$ cat src/rtl/toy_sequencer.sv
// Multi-cycle sequencer for the toy accumulator CPU.
// It steps each instruction through FETCH, DECODE, MEM and WB.
// Datapath strobes are decoded combinationally from the current state, the
// opcode, the flags and mem_ready.
// Any memory wait that runs too long, or an illegal opcode, parks the core in
// HALT until reset.
module toy_sequencer #(
  parameter int TIMEOUT = 16,
  parameter int CNT_W   = 16
) (
  input  logic             clk,
  input  logic             rst,
  input  logic [3:0]       opcode,
  input  logic             carry,
  input  logic             zero,
  input  logic             mem_ready,
  output logic             imem_req,
  output logic             dmem_rd,
  output logic             dmem_wr,
  output logic             ir_load,
  output logic             wr_a,
  output logic             wr_t,
  output logic             pc_inc,
  output logic             pc_load,
  output logic             halted,
  output logic [1:0]       err_code,
  output logic [2:0]       state,
  output logic [CNT_W-1:0] instret
);

  // Wide enough to hold TIMEOUT-1, which is the last value reached before a timeout.
  localparam int WAIT_W = $clog2(TIMEOUT);

  typedef enum logic [2:0] {
    S_FETCH  = 3'd0,
    S_DECODE = 3'd1,
    S_MEM    = 3'd2,
    S_WB     = 3'd3,
    S_HALT   = 3'd7
  } state_e;

  localparam logic [1:0] ERR_NONE    = 2'b00;
  localparam logic [1:0] ERR_ILLEGAL = 2'b01;
  localparam logic [1:0] ERR_TIMEOUT = 2'b10;

  state_e            state_q, state_d;
  logic [WAIT_W-1:0] wait_cnt_q, wait_cnt_d;
  logic [1:0]        err_q, err_d;
  logic [CNT_W-1:0]  instret_q;

  logic is_jmp, is_bcc, is_bne, is_read, is_write, is_wb_only, is_tat;
  logic timeout_hit;

  // Opcode classes. The opcode is held stable from DECODE until the next IR load,
  // so this classification is valid in DECODE, MEM and WB.
  always_comb begin
    is_jmp     = (opcode == 4'b0000);
    is_bcc     = (opcode == 4'b1010);
    is_bne     = (opcode == 4'b1011);
    is_tat     = (opcode == 4'b0101);
    is_wb_only = (opcode == 4'b0100) || is_tat;
    is_write   = (opcode == 4'b1101) || (opcode == 4'b1111);
    unique case (opcode)
      4'b0001, 4'b0010, 4'b0011, 4'b0110,
      4'b1000, 4'b1001, 4'b1100, 4'b1110: is_read = 1'b1;
      default:                            is_read = 1'b0;
    endcase
  end

  assign timeout_hit = (wait_cnt_q == WAIT_W'(TIMEOUT - 1));

  // Next-state logic and strobe decode.
  always_comb begin
    state_d    = state_q;
    err_d      = err_q;
    wait_cnt_d = wait_cnt_q;
    imem_req   = 1'b0;
    dmem_rd    = 1'b0;
    dmem_wr    = 1'b0;
    ir_load    = 1'b0;
    wr_a       = 1'b0;
    wr_t       = 1'b0;
    pc_inc     = 1'b0;
    pc_load    = 1'b0;

    unique case (state_q)
      S_FETCH: begin
        imem_req = 1'b1;
        if (mem_ready) begin
          ir_load = 1'b1;
          state_d = S_DECODE;
        end else if (timeout_hit) begin
          state_d = S_HALT;
          err_d   = ERR_TIMEOUT;
        end else begin
          wait_cnt_d = wait_cnt_q + WAIT_W'(1);
        end
      end

      S_DECODE: begin
        if (is_jmp) begin
          pc_load = 1'b1;
          state_d = S_FETCH;
        end else if (is_bcc || is_bne) begin
          // A branch is taken when its flag is clear. A branch that is not taken falls through.
          if (is_bcc ? !carry : !zero) pc_load = 1'b1;
          else                         pc_inc  = 1'b1;
          state_d = S_FETCH;
        end else if (is_read || is_write) begin
          state_d = S_MEM;
        end else if (is_wb_only) begin
          state_d = S_WB;
        end else begin
          // Only 0111 reaches this branch. It halts without a PC strobe.
          state_d = S_HALT;
          err_d   = ERR_ILLEGAL;
        end
      end

      S_MEM: begin
        dmem_rd = is_read;
        dmem_wr = !is_read;
        if (mem_ready) begin
          if (is_read) begin
            state_d = S_WB;
          end else begin
            pc_inc  = 1'b1;
            state_d = S_FETCH;
          end
        end else if (timeout_hit) begin
          state_d = S_HALT;
          err_d   = ERR_TIMEOUT;
        end else begin
          wait_cnt_d = wait_cnt_q + WAIT_W'(1);
        end
      end

      S_WB: begin
        wr_t    = is_tat;
        wr_a    = !is_tat;
        pc_inc  = 1'b1;
        state_d = S_FETCH;
      end

      S_HALT: begin
        state_d = S_HALT;
      end

      default: begin
        state_d = S_FETCH;
      end
    endcase

    // The wait counter measures a single stay in one state.
    if (state_d != state_q) wait_cnt_d = '0;
  end

  // State, error, wait-counter and retirement registers with synchronous reset.
  always_ff @(posedge clk) begin
    if (rst) begin
      state_q    <= S_FETCH;
      wait_cnt_q <= '0;
      err_q      <= ERR_NONE;
      instret_q  <= '0;
    end else begin
      state_q    <= state_d;
      wait_cnt_q <= wait_cnt_d;
      err_q      <= err_d;
      instret_q  <= instret_q + CNT_W'(pc_inc | pc_load);
    end
  end

  assign state    = state_q;
  assign halted   = (state_q == S_HALT);
  assign err_code = err_q;
  assign instret  = instret_q;

endmodule

$ cat config.mk
export PLATFORM = sky130hd
export DESIGN_NAME = toy_sequencer
export DESIGN_NICKNAME = d
export VERILOG_FILES = /design/src/rtl/toy_sequencer.sv
export SDC_FILE = /design/constraint.sdc
export NUM_CORES = 1
export LEC_CHECK = 0
export BUFFER_PORTS_ARGS = -buffer_cell sky130_fd_sc_hd__buf_2
export CORE_MARGIN = 2
export CORE_UTILIZATION = 40
export CTS_BUF_LIST = sky130_fd_sc_hd__clkbuf_2
export DETAILED_ROUTE_END_ITERATION = 6
export GPL_TIMING_DRIVEN = 0
export PLACE_DENSITY = 0.61
export SLEW_MARGIN = 20
export SYNTH_ARGS = -nofsm -noshare
export SYNTH_HDL_FRONTEND = slang
export SYNTH_SLANG_ARGS = --single-unit
$ cat constraint.sdc
create_clock -name clk -period 7.25 [get_ports clk]
set_input_delay 0.3625 -clock clk [delete_from_list [all_inputs] [get_ports clk]]
set_output_delay 0.3625 -clock clk [all_outputs]
set_load 0.02 [all_outputs]
* Word level (Yosys, flattened, before mapping)
Memory sizes are Yosys's and may differ from the RTL's.
Index checks and enable logic that the tools add are counted.
** Operators by class
- Add/subtract/negate cells :: 2
- Equal/unequal tests :: 18
- Multiplexer cells :: 34
- Bitwise gates (word level) :: 3
- Reduce and logical (&&, ||, !) cells :: 15
** Operators with widths (count)
- $mux 3 :: 7
- $eq 4x4->1 const B :: 5
- $mux 1 :: 17
- $add 16x1->16 :: 1
- $mux 2 :: 7
- $pmux 3 s4 :: 1
- $ne 2x2->1 const B :: 5
- $eq 4x3->1 const B :: 2
- $reduce_and 7->1 :: 1
- $eq 3x2->1 const B :: 2
- $add 4x1->4 const B :: 1
- $logic_not 1->1 :: 4
- $logic_not 4->1 :: 1
- $logic_or 1x1->1 :: 4
- $pmux 2 s2 :: 1
- $reduce_or 2->1 :: 2
- $eq 3x1->1 const B :: 1
- $eq 3x3->1 const B :: 1
- $logic_not 3->1 :: 1
- $ne 3x3->1 :: 1
- $pmux 1 s3 :: 1
- $reduce_and 3->1 :: 1
- $ne 2x1->1 const B :: 1
- $not 1->1 :: 2
- other kinds (2) :: 2
** Storage, ports and cells
- Register bits :: 25
- Bits in read-only memories :: 16
- Output and inout port bits :: 30
- Word-level logic and storage cells :: 77
- Memories kept :: 1
** Memories
- (no name shown) :: words 16, width 1, read ports 1, clocked after Yosys merged registers in 0, wr ports 0, RTL line 63 : unique case (opcode)

* Logic depth before layout (Yosys ltp)
Gate-level depths: netlist (run 1).
- Depth after elaboration :: 9
- Depth in mapped cells :: 11
- Depth with buffers taken out :: 10

* Least setup slack after synthesis (run 1)
No wires, ideal clock.
- Path kind :: reg2reg
- Start :: register state_q[0] (netlist: state[0])
- End :: register instret_q[14] (netlist: instret[14])
- Library setup time :: 71 ps
- Data arrival time :: 3237 ps
- Data required time :: 7179 ps
- Slack :: 3942 ps
- Stages on the path, launching flop included :: 12
- Cells stage by stage :: dfxtp_1 clkbuf_1 inv_1 or3b_2 a221oi_2 or2_1 ha_1 ha_1 nand4_1 or2_2 or3_1 a21oi_1
** On the way
- Cells in the longest elaborated chain, start to end :: 4
** RTL lines
- start: declaration :: RTL line 46 : state_e state_q, state_d;
- start signal: assignment :: RTL line 166 : state_q <= state_d;
- $eq 3x2->1 or $eq 3x1->1 (tied branches) :: RTL line 86 : unique case (state_q)
- $pmux 1 s3 (*) :: RTL line 86
- named net pc_inc :: RTL line 23 : output logic pc_inc,
- $or 1x1->1 (*) :: RTL line 169 : instret_q <= instret_q + CNT_W'(pc_inc | pc_load);
- $add 16x1->16 (*) :: RTL line 169
- end signal: assignment :: RTL line 169
- end: declaration :: RTL line 49 : logic [CNT_W-1:0] instret_q;
The timed path passes the listed nets; every way through them passes the cells marked *.
A chain may end at the register's enable or synchronous reset.

* Final worst setup path (run 1)
- Start :: register state_q[0] (netlist: state[0])
- End :: register instret_q[14] (netlist: instret[14])
** On the way
- Cells in the longest elaborated chain, start to end :: 4
** RTL lines (RTL line)
- $eq 3x2->1 or $eq 3x1->1 (tied branches) :: 86
- $pmux 1 s3 or $mux 1 (tied branches) :: 86
- $or 1x1->1 (*) :: 169
- $add 16x1->16 (*) :: 169
Every way passes the cells marked *; elsewhere a longest branch is shown, timed or not.

==> metrics.yaml, run 1 <==
vdd_drop_max_mv: 0.07757
start_util: 0.4103
synth_top_area_share: 0.3714
die_w_um: 62.04
ys.flop_type: "dfxtp_1"
yosysTopAreaCell: "dfxtp_1"
clockBufferDepth: 2
dr.pass1.iters: 4
place.gp.congestion: 0.8132
worstSetupEndpointType: "register"
syn_inst: 160
grt_max_degree: 14
grt.total_usage: 0.1656
fin_cells: 248
core_mm2: 0.003284
post-cts-setup-buffers: 0
fin_skew_ns: 0.005335
setup_viol: 0
cts_max_level: 1
rows: 21
wl_per_cell_um: 12.15
ctsHoldBuffers: 0
startpoint_type: "register"
layout.nets: 215
p_leak_nw: 0.6766
crit_type: "reg2reg"
clk_latency_ns: 0.35
overflow: 0
area_delta_synth_final_pct: 19.87
viasPerCell: 5.294
cts-root-buf: "clkbuf_2"
drc_errors: 0
die_y_um: 62.04
dp_cells: 244
min_to: "err_code[0]$_SDFFE_PP0P_"
netlist_area_mm2: 0.001348
ys_warn_count: 0
ys_top_cells_by_area: "dfxtp_1, xnor2_1, nor2_1, nand2_1, nand3_1"
clock_sinks: 25
syn_avg_cell_area_um2: 8.422
setup_tns_ns: 0
rr_endpoint: "instret[14]$_SDFF_PP0_"
ys_seq_elements: 25
outcome: "complete, no violations"
wl_mm: 3.014
worst_pin_slew_ns: 0.4815
required_ns: 7.56
finalCriticalPeriod_ns: 3.409
rsz0062_at_grt: "false"
hp-class: "in2reg"
power_density_mw_per_mm2: 143.3
drt-initial-drc-count: 54
arrival_ns: 3.72
slew_violations: 0
diodes: 0
ff2ff_setup_slack_ns: 3.84
power.total_w: 0.0002315
min_period_over_period: 0.4702
cp-startpoint: "state[0]$_SDFF_PP0_"
synth-edff-count: 0
dieArea_mm2: 0.003849
max-slew-margin-rel: 0.6765
antenna_found_initial: 0
grt_pass1_wl_mm: 4.836
cap_violations: 0
port_buffers: 38
hp-start: "rst"
synth_nets: 172
cts_tree: "yes"
worst-path-max-fanout: 10
drt.antenna.violating_nets: 0
ctsResizeCount: 0
grt_pass1_vias: 1107
cts_buffers: 3
hpwl_mm: 2.365
clk_pin_slew_worst_paths_ns: 0.23
reg2regPathDepth: 11
hold-path-cell-count: 3
drive_gt1_frac: 0.2723
yosysUniqueCellTypes: 44
async_flop_share: 0
io_pins: 39
route.vias.total: 1313
ys_seq_area_frac: 0.3714
fmax_mhz: 293.3
rr_startpoint: "state[0]$_SDFF_PP0_"
hold_violations: 0
## per-layer routing
layer | routed length (um) | global-route usage | vias to the layer above
met4 | 23 | 0.05471 | 0
li1 | - | - | 667
met1 | 1432 | 0.2352 | 604
met5 | 0 | 0 | -
met2 | 1409 | 0.2574 | 38
met3 | 149 | 0.02277 | 4
## final cells by class
cell class / count / area, um2
Buffer: 5 / 20.02
Clock buffer: 4 / 20.02
Fill cell: 325 / 1669
Inverter: 9 / 33.78
Multi-Input combinational cell: 121 / 793.3
Sequential cell: 25 / 500.5
Tap cell: 46 / 57.56
Timing Repair Buffer: 38 / 190.2
## registers in the layout, indices dropped and copies added, names as in the netlist
name and flops:
instret 16, state 3, err_code 2, wait_cnt_q 4
## worst max path at each step
stage / to / slack (ns) / depth (start not counted)
floorplan: instret[14]$_SDFF_PP0_ / 3.94 / 11
global placement: instret[14]$_SDFF_PP0_ / 3.96 / 11
detailed placement: instret[14]$_SDFF_PP0_ / 3.90 / 11
CTS: instret[14]$_SDFF_PP0_ / 3.87 / 11
global route: instret[14]$_SDFF_PP0_ / 3.63 / 11
finish: instret[14]$_SDFF_PP0_ / 3.84 / 11
## worst max-delay path, stage by stage, from the launching register on
cell and delay, ns:
dfxtp_1 0.38, clkbuf_1 0.33, inv_1 0.17, or3b_2 0.51, a221oi_2 0.32, or2_1 0.15, ha_1 0.19, ha_1 0.22
nand4_1 0.21, or2_2 0.39, or3_1 0.36, a21oi_1 0.14
## synth_stat cells, types with 2 or more instances
| cell type | n |
|---|---|
| mux2i_1 | 2 |
| a221oi_2 | 2 |
| nand3_1 | 8 |
| a41oi_1 | 2 |
| o21ai_0 | 4 |
| nand3_2 | 2 |
| and2_1 | 2 |
| nor4_1 | 6 |
| a31oi_1 | 3 |
| nor2b_1 | 4 |
| dfxtp_1 | 25 |
| a21oi_1 | 6 |
| nor2_1 | 14 |
| inv_1 | 9 |
| nor3b_1 | 2 |
| nor3_1 | 6 |
| and3_1 | 4 |
| clkbuf_1 | 4 |
| ha_1 | 3 |
| nand4_1 | 5 |
| xor2_1 | 4 |
| or3_1 | 3 |
| nand2_1 | 12 |
| xnor2_1 | 8 |
## stage by stage
stage / setup slack (ns) / utilization / hold WS (ns) / area (um2)
global route: 3.626 / 0.4918 / 0.2962 / 1615
detailed placement: 3.899 / 0.4857 / 0.4597 / 1595
global placement: 3.957 / 0.4857 / 0.4525 / 1595
CTS: 3.875 / 0.4918 / 0.3024 / 1615
floorplan: 3.942 / - / 0.5185 / 1348
finish: 3.841 / 0.4918 / 0.3046 / 1615
## cells by family (layout without fill, tap and decap cells)
group,Yosys count,in the layout,synth area share
AND/OR/NAND/NOR,79,79,0.3296
adder cells (fa/ha/maj),3,3,0.02786
flip-flops,25,25,0.3714
multiplexers,3,3,0.02321
buffers and inverters,14,56,0.03992
AO/OA/AOI/OAI,24,24,0.1300
XOR/XNOR,12,12,0.07799
## placed cells by master, fill, tap and decap left out, types with 5 or more instances in the layout
cell type	n
nor4_1	6
buf_2	39
nor2_1	14
nand3_1	8
nand4_1	5
inv_1	9
dfxtp_1	25
a21oi_1	6
nor3_1	6
nand2_1	12
xnor2_1	8
## power breakdown
part            total, W  internal (W)  switching [W]
Sequential      0.000141      0.000140     0.00000111
Clock          0.0000569     0.0000146      0.0000423
Combinational  0.0000340     0.0000123      0.0000217
No activity file was read; power rests on OpenSTA's default activity.
==> run 2, diff against run 1 <==
--- a/config.mk
+++ b/config.mk
@@ -5,13 +5,14 @@
 export SDC_FILE = /design/constraint.sdc
 export NUM_CORES = 1
 export LEC_CHECK = 0
+export ABC_AREA = 1
 export BUFFER_PORTS_ARGS = -buffer_cell sky130_fd_sc_hd__buf_2
 export CORE_MARGIN = 2
 export CORE_UTILIZATION = 40
 export CTS_BUF_LIST = sky130_fd_sc_hd__clkbuf_2
 export DETAILED_ROUTE_END_ITERATION = 6
 export GPL_TIMING_DRIVEN = 0
-export PLACE_DENSITY = 0.61
+export PLACE_DENSITY = 0.6
 export SLEW_MARGIN = 20
 export SYNTH_ARGS = -nofsm -noshare
 export SYNTH_HDL_FRONTEND = slang
==> constraint.sdc (replaced) <==
create_clock -name clk -period 3.5 [get_ports clk]
set_input_delay 0.175 -clock clk [delete_from_list [all_inputs] [get_ports clk]]
set_output_delay 0.175 -clock clk [all_outputs]
set_load 0.02 [all_outputs]
==> run 2 against run 1 <==
Critical path depth increased by 5; combinational power increased to 3.8 times the previous value; power increased by 130%; synthesized cell count increased by 34%; largest power group unchanged; count of clock-buffer cells in the layout decreased by 1; area after synthesis increased by 12%; critical endpoint unchanged; via count increased by 6.3%; first-iteration DRC count increased by 5.6%; wire length increased by 0.86%; register-to-register slack got worse by 2.8 ns.
==> metrics.yaml, run 2 <==
slowest_delay_ns: 0.47  # -0.04 ns
path_cells: "inv_2 > nand2_1 > nor2_1 > inv_1 > nor2_1 > nand2_1 > nand3_1 > ha_1 > ha_1 > nand2_1 > nor2_2 > inv_2 > nor2_2 > nand3_1 > or2_0 > a21oi_1"
cts_buffers: 3  # unchanged
power.total_w: 0.0005418  # +130%
grt_pass1_wl_mm: 5.009  # +3.6%
drt-initial-drc-count: 57  # +5.6%
fin_skew_ns: 0.03024  # +0.02491 ns
die_y_um: 65.35  # +5.3%
drive_gt1_frac: 0.2879  # +0.01566
area_delta_synth_final_pct: 17.95
yosys.area_share.simple: 0.4190  # +0.08933
viasPerCell: 4.577  # -14%
finalCriticalPeriod_ns: 2.466  # -0.9429 ns
synth_top_family_by_area: "simple AND/OR/NAND/NOR gates"
worst_pin_slew_ns: 0.4441  # -0.03743 ns
grt_pass1_vias: 1199  # +8.3%
synth-xor-area-share: 0.02328  # -0.05472
antenna_found_initial: 0  # unchanged
synth_top_area_share: 0.3325  # -0.03890
cp_top_family: "simple AND/OR/NAND/NOR gates"
ys_warn_count: 0  # unchanged
hp-class: "in2reg"
layout.nets: 270  # +26%
yosysUniqueCellTypes: 30  # -32%
rsz0062_at_grt: "false"
synth-edff-count: 0  # unchanged
async_flop_share: 0  # unchanged
syn_avg_cell_area_um2: 7.001  # -17%
netlist_top_cells_count: "nand2_1, inv_1, nor2_1"
ys.flop_type: "dfxtp_1"
yosysMostFrequentCell: "nand2_1"
place.gp.congestion: 0.8048  # -1.0%
die_w_um: 65.35  # +5.3%
synth_compound_area_frac: 0.1081  # -0.02193
netlist_area_mm2: 0.001505  # +12%
cts-root-buf: "clkbuf_2"
dr.pass1.iters: 4  # unchanged
overflow: 0  # unchanged
ctsHoldBuffers: 0  # unchanged
worst-path-max-fanout: 8  # -2
syn_inst: 215  # +34%
worstSetupEndpointType: "register"
drc_errors: 0  # unchanged
grt_max_degree: 15  # +1
wl_mm: 3.040  # +0.86%
ys_seq_area_frac: 0.3325  # -0.03890
clockBufferDepth: 2  # unchanged
io_pins: 39  # unchanged
yosysTopAreaCell: "dfxtp_1"
core_mm2: 0.003633  # +11%
cts_max_level: 1  # unchanged
synth_nets: 227  # +32%
largest_reg_flops: 16  # unchanged
holdWs_ns: 0.04808  # -0.2565 ns
muxShareOfSynthArea: 0  # -0.02321
post-cts-setup-buffers: 0  # unchanged
min_period_over_period: 0.7047  # +0.2344
setup_viol: 0  # unchanged
slew_violations: 0  # unchanged
ff2ff_setup_slack_ns: 1.03  # -2.81 ns
wl_per_cell_um: 9.967  # -18%
diodes: 0  # unchanged
route.vias.total: 1396  # +6.3%
stdcell_area_mm2: 0.001775  # +9.9%
fmax_mhz: 405.4  # +38%
ys_seq_elements: 25  # unchanged
clock_sinks: 25  # unchanged
nFillCells: 403  # +24%
placed_area_mm2: 0.001755  # +10%
outcome: "complete, no violations"
ctsResizeCount: 0  # unchanged
hp-start: "rst"
drt.antenna.violating_nets: 0  # unchanged
clk_pin_slew_worst_paths_ns: 0.25  # +0.02 ns
startpoint_type: "register"
synthAdderAreaFrac: 0.02494  # -0.002917
layout_common_cells: "nand2_1, buf_2, inv_1, nor2_1, dfxtp_1"
crit_type: "reg2reg"
p_leak_nw: 0.8158  # +21%
port_buffers: 38  # unchanged
dieArea_mm2: 0.004270  # +11%
hold_violations: 0  # unchanged
arrival_ns: 2.78  # -0.94 ns
vdd_drop_max_mv: 0.2042  # +160%
required_ns: 3.82  # -3.74 ns
clk_latency_ns: 0.36  # about the same
critPathSlowestCell: "dfxtp_1"
power_density_mw_per_mm2: 305.2  # +110%
rows: 22  # +4.8%
final_common_cell: "nand2_1"
rr_startpoint: "state[0]$_SDFF_PP0_"
hpwl_mm: 2.419  # +2.3%
grt.total_usage: 0.1486  # -0.01696
min_to: "instret[10]$_SDFF_PP0_"
rr_endpoint: "instret[14]$_SDFF_PP0_"
crit_buf_inv: 3  # +1
cts_tree: "yes"
hold-path-cell-count: 2  # -1
setup_tns_ns: 0  # unchanged
start_util: 0.4143  # +0.003971
cap_violations: 0  # unchanged
cpMostUsedCell: "nand2_1"
max-slew-margin-rel: 0.7039  # +0.02743
ys_top_cells_by_area: "dfxtp_1, nand2_1, inv_1, nor2_1, a21oi_1"
reg2regPathDepth: 16  # +5
run 2: cell types whose count changed after synthesis, sizes merged, moves of 7 or more:
cell / previous run / this run
nor2: 14 / 33
nand3: 10 / 19
inv: 9 / 35
a21oi: 6 / 16
nand2: 12 / 46
xnor2: 8 / 1
run 2: cell type report:
class / instances / area (um2) / share of cell area
repair buffers: 38 / 190.2 / 0.1071
multi-input cells: 153 / 865.8 / 0.4877
inverters: 36 / 135.1 / 0.07611
clock inverters: 1 / 5.005 / 0.002819
clock buffers: 3 / 15.01 / 0.008457
flip-flops and latches: 25 / 500.5 / 0.2819
well taps: 48 / 60.06 / 0.03383
plain buffers: 1 / 3.754 / 0.002114
run 2: cells by family after synthesis:
| logic type | Yosys count |
|---|---|
| buffers and inverters | 37 |
| AND/OR/NAND/NOR | 116 |
| adder cells (fa/ha/maj) | 3 |
| XOR/XNOR | 4 |
| AO/OA/AOI/OAI | 30 |
| flip-flops | 25 |
run 2: power by group:
group | internal (W) | switching, W | total, W
Clock | 0.0000259 | 0.0000875 | 0.000113
Sequential | 0.000292 | 0.00000857 | 0.000300
Combinational | 0.0000430 | 0.0000854 | 0.000128
Total | 0.000360 | 0.000181 | 0.000542
run 2: worst max path at each step:
| stage | from | end | slack, ns | depth (start not counted) |
|---|---|---|---|---|
| after floorplan | state[1]$_SDFF_PP0_ | instret[14]$_SDFF_PP0_ | 0.90 | 15 |
| after global placement | state[2]$_SDFF_PP0_ | instret[12]$_SDFF_PP0_ | 1.03 | 16 |
| after detailed placement | state[2]$_SDFF_PP0_ | instret[12]$_SDFF_PP0_ | 1.01 | 16 |
| after CTS | state[0]$_SDFF_PP0_ | instret[14]$_SDFF_PP0_ | 1.01 | 16 |
| after global routing | state[2]$_SDFF_PP0_ | instret[14]$_SDFF_PP0_ | 0.74 | 16 |
| final | state[0]$_SDFF_PP0_ | instret[14]$_SDFF_PP0_ | 1.03 | 16 |
run 2: metrics by stage:
| stage | util | cells | setup WS [ns] |
|---|---|---|---|
| 6_report | 0.4886 | 305 | 1.034 |
| 5_1_grt | 0.4886 | 305 | 0.7352 |
| 4_1_cts | 0.4886 | 305 | 1.009 |
| 3_5_place_dp | 0.4831 | 301 | 1.008 |
| 3_3_place_gp | 0.4831 | 301 | 1.033 |
| 2_1_floorplan | - | 215 | 0.8992 |
run 2: metal layers:
layer	up-vias	global-route usage	wire (um)
met5	-	0	0
met4	0	0.06250	40
met3	4	0.01712	118
met2	29	0.2398	1300
met1	588	0.2009	1580
li1	775	-	-
